$ cat config.mk
export PLATFORM = sky130hd
export DESIGN_NAME = hd63701_biram_arbiter_flat
export DESIGN_NICKNAME = d
export VERILOG_FILES = /design/src/rtl/hd63701_pkg.sv /design/src/rtl/hd63701_biram_arbiter_if.sv /design/src/rtl/hd63701_biram_sp.sv /design/src/rtl/hd63701_biram_arbiter.sv /design/src/flat_wrapper.sv
export SDC_FILE = /design/constraint.sdc
export NUM_CORES = 1
export LEC_CHECK = 0
export CAP_MARGIN = 30
export CORE_MARGIN = 1
export CORE_UTILIZATION = 40
export DETAILED_ROUTE_END_ITERATION = 12
export GPL_ROUTABILITY_DRIVEN = 1
export SKIP_LAST_GASP = 1
export SYNTH_ARGS = -nofsm -noshare
export SYNTH_HDL_FRONTEND = slang
export SYNTH_SLANG_ARGS = --single-unit
$ cat constraint.sdc
create_clock -name CLKx2 -period 11.07 [get_ports CLKx2]
set_clock_uncertainty 0.15 [all_clocks]
set_input_delay 1.6605 -clock CLKx2 [delete_from_list [all_inputs] [get_ports CLKx2]]
set_output_delay 1.6605 -clock CLKx2 [all_outputs]
set_load 0.01 [all_outputs]
$ cat src/rtl/hd63701_pkg.sv
// Shared definitions for the HD63701 built-in work RAM arbiter.
package hd63701_pkg;

  localparam logic [15:0] BIRAM_BASE = 16'h0080;
  localparam int          BIRAM_AW   = 7;

  typedef enum logic [1:0] {
    IDLE     = 2'd0,
    HACC     = 2'd1,
    SNAP_RD  = 2'd2,
    SNAP_OUT = 2'd3
  } biram_state_t;

endpackage

$ cat src/rtl/hd63701_biram_arbiter_if.sv
// Bus bundle between the MCU core, the host/debug port, the snapshot stream and the arbiter.
// Snapshot stream: a byte moves on every cycle where snap_valid and snap_ready are both 1;
// while snap_valid=1 and snap_ready=0, snap_valid, snap_data and snap_addr are held stable.
interface hd63701_biram_arbiter_if
  import hd63701_pkg::*;
#(
  parameter int AW = BIRAM_AW
);

  logic          clken;
  logic [15:0]   core_ad;
  logic          core_wr;
  logic [7:0]    core_do;
  logic          core_en;
  logic [7:0]    core_di;

  logic          host_req;
  logic          host_we;
  logic [AW-1:0] host_addr;
  logic [7:0]    host_wdata;
  logic          host_ack;
  logic [7:0]    host_rdata;

  logic          snap_start;
  logic          snap_valid;
  logic          snap_ready;
  logic [7:0]    snap_data;
  logic [AW-1:0] snap_addr;
  logic          snap_done;

  logic          busy;
  biram_state_t  dbg_state;

  modport slave (
    input  clken, core_ad, core_wr, core_do,
    input  host_req, host_we, host_addr, host_wdata,
    input  snap_start, snap_ready,
    output core_en, core_di,
    output host_ack, host_rdata,
    output snap_valid, snap_data, snap_addr, snap_done,
    output busy, dbg_state
  );

  modport master (
    output clken, core_ad, core_wr, core_do,
    output host_req, host_we, host_addr, host_wdata,
    output snap_start, snap_ready,
    input  core_en, core_di,
    input  host_ack, host_rdata,
    input  snap_valid, snap_data, snap_addr, snap_done,
    input  busy, dbg_state
  );

endinterface

$ cat src/rtl/hd63701_biram_sp.sv
// Single-port synchronous byte RAM; read data appears the cycle after the address.
module hd63701_biram_sp #(
  parameter int AW = 7
) (
  input  logic          clk,
  input  logic          we,
  input  logic [AW-1:0] addr,
  input  logic [7:0]    din,
  output logic [7:0]    dout
);

  logic [7:0] r_mem [2**AW];

  always_ff @(posedge clk) begin
    if (we) begin
      r_mem[addr] <= din;
    end
    dout <= r_mem[addr];
  end

endmodule

$ cat src/rtl/hd63701_biram_arbiter.sv
// Work RAM arbiter: the core owns every cycle it addresses the window; host accesses and
// the snapshot streamer use the remaining free cycles.
module hd63701_biram_arbiter
  import hd63701_pkg::*;
#(
  parameter int          AW   = BIRAM_AW,
  parameter logic [15:0] BASE = BIRAM_BASE
) (
  input  logic                      CLKx2,
  input  logic                      RST,
  hd63701_biram_arbiter_if.slave    bus
);

  localparam logic [AW-1:0] LAST_PTR = '1;

  biram_state_t  r_state;
  biram_state_t  w_state_nxt;
  logic [AW-1:0] r_ptr;
  logic [AW-1:0] w_ptr_nxt;

  logic          w_core_en;
  logic          w_core_gnt;
  logic          w_free;
  logic [15:0]   w_core_off;

  logic          w_host_issue;
  logic          w_snap_issue;
  logic          w_snap_done_nxt;

  logic          r_core_sel;
  logic          r_host_sel;
  logic          r_snap_sel;
  logic          r_snap_done;
  logic [7:0]    r_core_di;
  logic [7:0]    r_host_rdata;
  logic [7:0]    r_snap_data;

  logic          w_ram_we;
  logic [AW-1:0] w_ram_addr;
  logic [7:0]    w_ram_din;
  logic [7:0]    w_ram_dout;

  // In-window test: offset from BASE must fit in AW bits once the address is at or above BASE.
  assign w_core_off = bus.core_ad - BASE;
  assign w_core_en  = (bus.core_ad >= BASE) && (w_core_off[15:AW] == '0);
  assign w_core_gnt = bus.clken & w_core_en;
  assign w_free     = ~w_core_gnt;

  always_comb begin
    w_state_nxt     = r_state;
    w_ptr_nxt       = r_ptr;
    w_host_issue    = 1'b0;
    w_snap_issue    = 1'b0;
    w_snap_done_nxt = 1'b0;
    case (r_state)
      IDLE: begin
        if (bus.snap_start) begin
          w_state_nxt = SNAP_RD;
          w_ptr_nxt   = '0;
        end else if (bus.host_req && w_free) begin
          w_host_issue = 1'b1;
          w_state_nxt  = HACC;
        end
      end
      HACC: begin
        w_state_nxt = IDLE;
      end
      SNAP_RD: begin
        if (w_free) begin
          w_snap_issue = 1'b1;
          w_state_nxt  = SNAP_OUT;
        end
      end
      SNAP_OUT: begin
        if (bus.snap_ready) begin
          if (r_ptr == LAST_PTR) begin
            w_snap_done_nxt = 1'b1;
            w_state_nxt     = IDLE;
          end else begin
            w_ptr_nxt   = r_ptr + AW'(1);
            w_state_nxt = SNAP_RD;
          end
        end
      end
      default: begin
        w_state_nxt = IDLE;
      end
    endcase
  end

  // The snapshot read address is the pointer, so it is the default when nothing else wants the port.
  always_comb begin
    w_ram_we   = 1'b0;
    w_ram_addr = r_ptr;
    w_ram_din  = bus.host_wdata;
    if (w_core_gnt) begin
      w_ram_we   = bus.core_wr;
      w_ram_addr = w_core_off[AW-1:0];
      w_ram_din  = bus.core_do;
    end else if (w_host_issue && !RST) begin
      w_ram_we   = bus.host_we;
      w_ram_addr = bus.host_addr;
    end
  end

  hd63701_biram_sp #(
    .AW (AW)
  ) u_ram (
    .clk  (CLKx2),
    .we   (w_ram_we),
    .addr (w_ram_addr),
    .din  (w_ram_din),
    .dout (w_ram_dout)
  );

  always_ff @(posedge CLKx2) begin
    if (RST) begin
      r_state      <= IDLE;
      r_ptr        <= '0;
      r_core_sel   <= 1'b0;
      r_host_sel   <= 1'b0;
      r_snap_sel   <= 1'b0;
      r_snap_done  <= 1'b0;
      r_core_di    <= 8'h00;
      r_host_rdata <= 8'h00;
      r_snap_data  <= 8'h00;
    end else begin
      r_state     <= w_state_nxt;
      r_ptr       <= w_ptr_nxt;
      r_core_sel  <= w_core_gnt & ~bus.core_wr;
      r_host_sel  <= w_host_issue & ~bus.host_we;
      r_snap_sel  <= w_snap_issue;
      r_snap_done <= w_snap_done_nxt;
      if (r_core_sel) begin
        r_core_di <= w_ram_dout;
      end
      if (r_host_sel) begin
        r_host_rdata <= w_ram_dout;
      end
      if (r_snap_sel) begin
        r_snap_data <= w_ram_dout;
      end
    end
  end

  // Each consumer sees the RAM output directly in the cycle its read lands, then a held copy,
  // so later accesses by other requesters never disturb it.
  assign bus.core_en    = w_core_en;
  assign bus.core_di    = r_core_sel ? w_ram_dout : r_core_di;
  assign bus.host_ack   = (r_state == HACC);
  assign bus.host_rdata = r_host_sel ? w_ram_dout : r_host_rdata;
  assign bus.snap_valid = (r_state == SNAP_OUT);
  assign bus.snap_data  = r_snap_sel ? w_ram_dout : r_snap_data;
  assign bus.snap_addr  = r_ptr;
  assign bus.snap_done  = r_snap_done;
  assign bus.busy       = (r_state != IDLE);
  assign bus.dbg_state  = r_state;

endmodule

$ cat src/flat_wrapper.sv
// flat-port wrapper written by rule: the top's interface ports become plain ports
module hd63701_biram_arbiter_flat import hd63701_pkg::*;
#(
  parameter int          AW   = BIRAM_AW,
  parameter logic [15:0] BASE = BIRAM_BASE
)
  (CLKx2, RST, bus_clken, bus_core_ad, bus_core_wr, bus_core_do, bus_host_req, bus_host_we, bus_host_addr, bus_host_wdata, bus_snap_start, bus_snap_ready, bus_core_en, bus_core_di, bus_host_ack, bus_host_rdata, bus_snap_valid, bus_snap_data, bus_snap_addr, bus_snap_done, bus_busy, bus_dbg_state);
  hd63701_biram_arbiter_if #(.AW(AW)) bus_i ();
  input  logic CLKx2;
  input  logic RST;
  input wire logic [$bits(bus_i.clken)-1:0] bus_clken;
  input wire logic [$bits(bus_i.core_ad)-1:0] bus_core_ad;
  input wire logic [$bits(bus_i.core_wr)-1:0] bus_core_wr;
  input wire logic [$bits(bus_i.core_do)-1:0] bus_core_do;
  input wire logic [$bits(bus_i.host_req)-1:0] bus_host_req;
  input wire logic [$bits(bus_i.host_we)-1:0] bus_host_we;
  input wire logic [$bits(bus_i.host_addr)-1:0] bus_host_addr;
  input wire logic [$bits(bus_i.host_wdata)-1:0] bus_host_wdata;
  input wire logic [$bits(bus_i.snap_start)-1:0] bus_snap_start;
  input wire logic [$bits(bus_i.snap_ready)-1:0] bus_snap_ready;
  output wire logic [$bits(bus_i.core_en)-1:0] bus_core_en;
  output wire logic [$bits(bus_i.core_di)-1:0] bus_core_di;
  output wire logic [$bits(bus_i.host_ack)-1:0] bus_host_ack;
  output wire logic [$bits(bus_i.host_rdata)-1:0] bus_host_rdata;
  output wire logic [$bits(bus_i.snap_valid)-1:0] bus_snap_valid;
  output wire logic [$bits(bus_i.snap_data)-1:0] bus_snap_data;
  output wire logic [$bits(bus_i.snap_addr)-1:0] bus_snap_addr;
  output wire logic [$bits(bus_i.snap_done)-1:0] bus_snap_done;
  output wire logic [$bits(bus_i.busy)-1:0] bus_busy;
  output wire logic [$bits(bus_i.dbg_state)-1:0] bus_dbg_state;
  assign bus_i.clken = bus_clken;
  assign bus_i.core_ad = bus_core_ad;
  assign bus_i.core_wr = bus_core_wr;
  assign bus_i.core_do = bus_core_do;
  assign bus_i.host_req = bus_host_req;
  assign bus_i.host_we = bus_host_we;
  assign bus_i.host_addr = bus_host_addr;
  assign bus_i.host_wdata = bus_host_wdata;
  assign bus_i.snap_start = bus_snap_start;
  assign bus_i.snap_ready = bus_snap_ready;
  assign bus_core_en = bus_i.core_en;
  assign bus_core_di = bus_i.core_di;
  assign bus_host_ack = bus_i.host_ack;
  assign bus_host_rdata = bus_i.host_rdata;
  assign bus_snap_valid = bus_i.snap_valid;
  assign bus_snap_data = bus_i.snap_data;
  assign bus_snap_addr = bus_i.snap_addr;
  assign bus_snap_done = bus_i.snap_done;
  assign bus_busy = bus_i.busy;
  assign bus_dbg_state = bus_i.dbg_state;
  hd63701_biram_arbiter #(.AW(AW), .BASE(BASE)) u_core (.CLKx2(CLKx2), .RST(RST), .bus(bus_i));
endmodule
==> results of run 1 <==
==> state kept, by name, indices dropped and copies added (netlist names), 2 cells and up <==
| name | count |
|---|---|
| u_core.bus.dbg_state | 2 |
| u_core.u_ram.dout | 8 |
| u_core.r_host_rdata | 8 |
| u_core.r_snap_data | 8 |
| u_core.r_core_di | 8 |
| u_core.u_ram.r_mem | 1024 |
| u_core.bus.snap_addr | 7 |
==> metrics by stage <==
step           hold slack, ns  setup WS (ns)
2_1_floorplan           0.376           5.44
3_3_place_gp            0.368           3.27
3_5_place_dp            0.376           3.46
4_1_cts                 0.390           4.16
5_1_grt                 0.438           3.82
6_report                0.391           4.23
==> critical path: stages <==
cell and delay [ns]:
clkdlybuf4s50_1 0.62, inv_1 0.72, and3_2 0.33, buf_4 0.42, o31a_2 0.72, buf_12 0.48
buf_4 0.79, mux2i_1 0.27, mux2i_1 0.10, a2111oi_0 0.54, and4b_1 0.34, nor4_1 0.06
==> cells by family after synthesis <==
family                   Yosys count  synth area share
flip-flops                      1069             0.725
AND/OR/NAND/NOR                  883            0.0900
AO/OA/AOI/OAI                    405            0.0768
multiplexers                     349            0.0823
buffers and inverters            222            0.0243
XOR/XNOR                           4          0.000803
adder cells (fa/ha/maj)            1          0.000287
==> routing by layer <==
metal | vias up | GRT usage
met2 | 1256 | 0.333
li1 | 11500 | -
met3 | 189 | 0.0341
met1 | 13200 | 0.295
met5 | - | 0
met4 | 2 | 0.0625
==> final timing paths <==
check / end / slack (ns) / cells past startpoint
setup reg to reg: u_core.u_ram.dout[3]$_DFF_P_ / 5.44 / 11
hold reg to reg: u_core.bus.snap_addr[6]$_SDFFE_PP0P_ / 0.39 / 2
setup / recovery: u_core.u_ram.dout[3]$_DFF_P_ / 4.23 / 12
hold / removal: u_core.bus.snap_addr[6]$_SDFFE_PP0P_ / 0.39 / 2
==> synthesized netlist by cell type (11+ instances only) <==
master        n  area (µm²)
nand3b_1     21         158
dfxtp_1      45         901
o311a_1      79         791
clkbuf_1     84         315
edfxtp_1   1024       30700
nand2_1     480        1800
a21oi_1      22         110
buf_6        11         124
o21ai_0      29         145
nand3_1     130         651
a211oi_1     85         638
and2_1       31         194
buf_1        19        71.3
a32oi_1      29         254
mux2_2       62         698
mux2i_1     283        2830
a2111oi_0    22         193
a32o_1       11         110
nor2_1      145         544
a311oi_1     73         639
nor4_1       20         125
buf_2        89         445
and4b_1      14         140
==> final cells by class <==
class                   instances  area, µm²
well taps                    1403       1760
multi-input cells            1642      11000
fillers                      9213      58300
flip-flops and latches       1069      31700
repair buffers                142       1420
inverters                       9       33.8
clock inverters                70        587
clock buffers                 129       2830
diodes                          3       7.51
==> where the power goes <==
| group | internal [mW] | switching, mW | total (mW) |
|---|---|---|---|
| sequential | 4.44 | 0.00920 | 4.44 |
| combinational | 0.0929 | 0.208 | 0.301 |
| clock | 2.03 | 1.52 | 3.55 |
==> impl_metrics.yaml, run 1 <==
status:
  outcome: "completed"
sta:
  max_freq_mhz: 146
  period_share: 0.618
  fin_crit_ns: 6.84
  tightestPinTransition_ns: 1.16
  rsz0062_at_grt: "false"
  tns_ns: 0
  maxSlewViolCount: 0
  slew_headroom: 0.224
  hold_viol: 0
  finalSetupViolations: 0
clocking:
  cts.repair.resized: 0
  insertion_delay_ns: 0.69
  cts.sinks: 1069
  post_cts_buffers: 0
  cts.clk_slew.worst_paths_ns: 0.06
  cts_tree: "built"
  root_buffer: "clkbuf_16"
  clockBufferDepth: 3
  cts_buffers: 107
  cts_hold_buf: 0
  htree_levels: 3
die:
  start_util: 0.405
  die_w_um: 332
  dieArea_mm2: 0.110
  design.portCount: 85
  core_area_mm2: 0.108
  die_height_um: 332
  rows: 120
synth:
  netlist_area_mm2: 0.0436
  synth_cells: 2933
  ys_seq_elements: 1069
  ys_seq_area_frac: 0.725
  synth_edf_count: 1024
  async_reset_ff_frac: 0
  synth_cell_types: 69
  ys.flop_type: "edfxtp_1"
  synth_area_per_cell_um2: 14.9
  yosysWarnings: 0
  syn-num-nets: 2981
grt:
  grt_max_degree: 201
  grt_pass1_wl_mm: 173
  antenna_found_initial: 6
  first_global_vias: 25200
  grt_usage: 0.209
  grt-ovfl-total: 0
placement:
  dp_cells: 4263
  dp_hpwl_mm: 69.0
  gp_congestion: 0.841
  io_buffers: 84
  placed_area_mm2: 0.0458
layout:
  post-route-util: 0.458
  syn2layout_area_growth_pct: 13.1
  layout_common_cells: "edfxtp_1, nand2_1, mux2i_1, nor2_1, nand3_1"
  num-nets-final: 3019
  mostFrequentLayoutCell: "edfxtp_1"
  fin_area_mm2: 0.0493
  finalNonFillerCells: 4467
  drive_above_1_share: 0.100
drt:
  wl_met2_mm: 54.7
  drt-initial-drc-count: 3008
  ant_nets: 0
  wl_met3_mm: 9.72
  wl_per_cell_um: 26.3
  first_pass_iters: 6
  drt-met1-wl_mm: 50.1
  drt-vias-per-instance: 5.85
  wirelength_mm: 117
  highest_layer: "met5"
  vias: 26100
  drc: 0
pwr:
  power_leakage_nw: 16.2
  power_mw: 8.29
  vdd_drop_max_uv: 119
  p_per_area_mw_per_mm2: 168
worst_hold_path:
  worstHoldStart: "u_core.bus.snap_addr[6]$_SDFFE_PP0P_"
  worstHoldPathType: "flop to flop"
flow_run:
  cap_violations: 0
setup_path:
  arrival_ns: 7.25
  crit_start: "RST"
  cp.required_ns: 11.48
  crit_path_end_kind: "flop"
  crit_fanout: 110
  path_class: "primary input to flop"
  cp-start-kind: "primary input"
  r2r_start: "u_core.bus.dbg_state[1]$_SDFFE_PP0P_"
Power figures use the tool's default switching activity.
==> run 2, diff against run 1 <==
==> constraint.sdc (replaced) <==
create_clock -name CLKx2 -period 6.7 [get_ports CLKx2]
set_clock_uncertainty 0.15 [all_clocks]
set_input_delay 1.005 -clock CLKx2 [delete_from_list [all_inputs] [get_ports CLKx2]]
set_output_delay 1.005 -clock CLKx2 [all_outputs]
set_load 0.01 [all_outputs]
==> run 2 against run 1 <==
Compared with the run above:
- first-iteration DRC count fell by 7.1%
- hold slack improved by 0.0099 ns
- register-to-register slack got worse by 3.6 ns
- sequential share of layout area fell by 1.5 points
- die area did not move
- critical path depth did not move
- total power rose by 70%
- clock power rose by 76%
- sequential cell count did not move
- utilization rose by 1.1 points
- sequential power rose by 66%
==> impl_metrics.yaml, run 2 (synthesis results as in run 1) <==
status:
  outcome: "completed"
sta:
  tns_ns: 0
  period_share: 0.829
  maxSlewViolCount: 0
  rsz0062_at_grt: "false"
  tightestPinTransition_ns: 1.03
  slew_headroom: 0.294
  hold_viol: 0
  max_freq_mhz: 180
  hold_ws_ns: 0.401
  finalSetupViolations: 0
  fin_crit_ns: 5.56
setup_path:
  path_class: "primary input to flop"
  cp-start-kind: "primary input"
  arrival_ns: 5.98
  crit_path_end_kind: "flop"
  crit_fanout: 46
  slowest_stage: "or4_2"
  cp.required_ns: 7.12
  critPathMostFrequentCell: "buf_12"
  worstPathCellList: "clkdlybuf4s50_1 > or4b_1 > or4_2 > o31ai_4 > buf_12 > buf_12 > buf_4 > a211oi_1 > a311oi_1 > a2111oi_0 > and4b_1 > nor4_1"
  slowest_delay_ns: 1.02
drt:
  wirelength_mm: 121
  wl_per_cell_um: 26.3
  drc: 0
  drt-vias-per-instance: 5.88
  first_pass_iters: 5
  ant_nets: 0
  drt-initial-drc-count: 2793
  vias: 26900
grt:
  grt-ovfl-total: 0
  first_global_vias: 26100
  grt_max_degree: 105
  antenna_found_initial: 3
  grt_pass1_wl_mm: 178
  grt_usage: 0.215
layout:
  layout_common_cells: "edfxtp_1, nand2_1, mux2i_1, nor2_1, buf_4"
  num-nets-final: 3134
  syn2layout_area_growth_pct: 15.8
  multi_input_area_mm2: 0.0110
  top_register: "u_core.u_ram.r_mem"
  ff_latch_area_mm2: 0.0317
  largest_register_ffs: 1024
  drive_above_1_share: 0.135
  mostFrequentLayoutCell: "edfxtp_1"
  fin_area_mm2: 0.0505
  fillers: 9136
pwr:
  p_per_area_mw_per_mm2: 280
  power_leakage_nw: 16.9
  power_mw: 14.1
  vdd_drop_max_uv: 205
clocking:
  htree_levels: 3
  cts_tree: "built"
  root_buffer: "clkbuf_16"
  post_cts_buffers: 0
  cts.clk_slew.worst_paths_ns: 0.06
  cts_buffers: 110
  cts.sinks: 1069
  insertion_delay_ns: 0.69
  clockBufferDepth: 3
  cts_hold_buf: 0
  cts.repair.resized: 0
die:
  die_w_um: 332
  dieArea_mm2: 0.110
  die_height_um: 332
  rows: 120
  start_util: 0.405
  design.portCount: 85
  core_area_mm2: 0.108
placement:
  io_buffers: 84
  dp_hpwl_mm: 74.9
  gp_congestion: 0.892
  placed_area_mm2: 0.0468
flow_run:
  cap_violations: 0
worst_hold_path:
  worstHoldPathType: "flop to flop"
-- run 2: changes by cell type in the layout (fill, tap and decap cells not counted), moves of 2 or more --
cell       delta
buf_12       +14
and2_1        +3
clkbuf_8      +5
buf_1         +3
clkinv_1     -10
inv_6         +3
buf_4        +99
clkinv_4      +2
and2_2        -3
bufinv_16     +4
buf_16        -5
clkbuf_1      -4
clkbuf_16     +5
-- run 2: cell type report --
| type | instances | area share |
|---|---|---|
| inverters | 9 | 0.000669 |
| well taps | 1403 | 0.0347 |
| multi-input cells | 1642 | 0.218 |
| diodes | 2 | 0.0000991 |
| clock inverters | 68 | 0.0138 |
| clock buffers | 135 | 0.0596 |
| repair buffers | 254 | 0.0462 |
| flip-flops and latches | 1069 | 0.626 |
-- run 2: final timing paths --
path	cells past startpoint	slack (ns)	from	end
setup / recovery	12	1.14	bus_core_ad[10]	u_core.u_ram.dout[2]$_DFF_P_
hold / removal	2	0.40	u_core.bus.snap_addr[1]$_SDFFE_PP0P_	u_core.bus.snap_addr[1]$_SDFFE_PP0P_
setup reg to reg	10	1.88	u_core.bus.dbg_state[1]$_SDFFE_PP0P_	u_core.u_ram.dout[5]$_DFF_P_
hold reg to reg	2	0.40	u_core.bus.snap_addr[1]$_SDFFE_PP0P_	u_core.bus.snap_addr[1]$_SDFFE_PP0P_
-- run 2: where the power goes --
part	total, mW	internal [mW]	switching (mW)
sequential	7.35	7.33	0.0190
clock	6.26	3.69	2.57
combinational	0.527	0.169	0.358
total	14.1	11.2	2.95
-- run 2: worst max-delay path: cells and delay by family --
kind | cells | cell delay (ns)
buffers and inverters | 4 | 1.26
AO/OA/AOI/OAI | 4 | 1.28
AND/OR/NAND/NOR | 4 | 2.35
-- run 2: through the flow --
step	cells	worst slack [ns]	util
2_1_floorplan	2933	1.73	-
3_5_place_dp	4376	0.500	0.435
6_report	4582	1.14	0.469
3_3_place_gp	4370	0.483	0.434
5_1_grt	4580	0.856	0.469
4_1_cts	4579	1.23	0.469
-- run 2: routing by layer --
metal  wire length, µm  GRT usage  up-vias  share of wire
li1                  -          -    11700              -
met1             51300      0.300    13700           0.43
met2             55400      0.336     1280           0.46
met3             10100     0.0410      227          0.083
met4              3830     0.0721        4          0.032
met5                25          0        -        0.00021
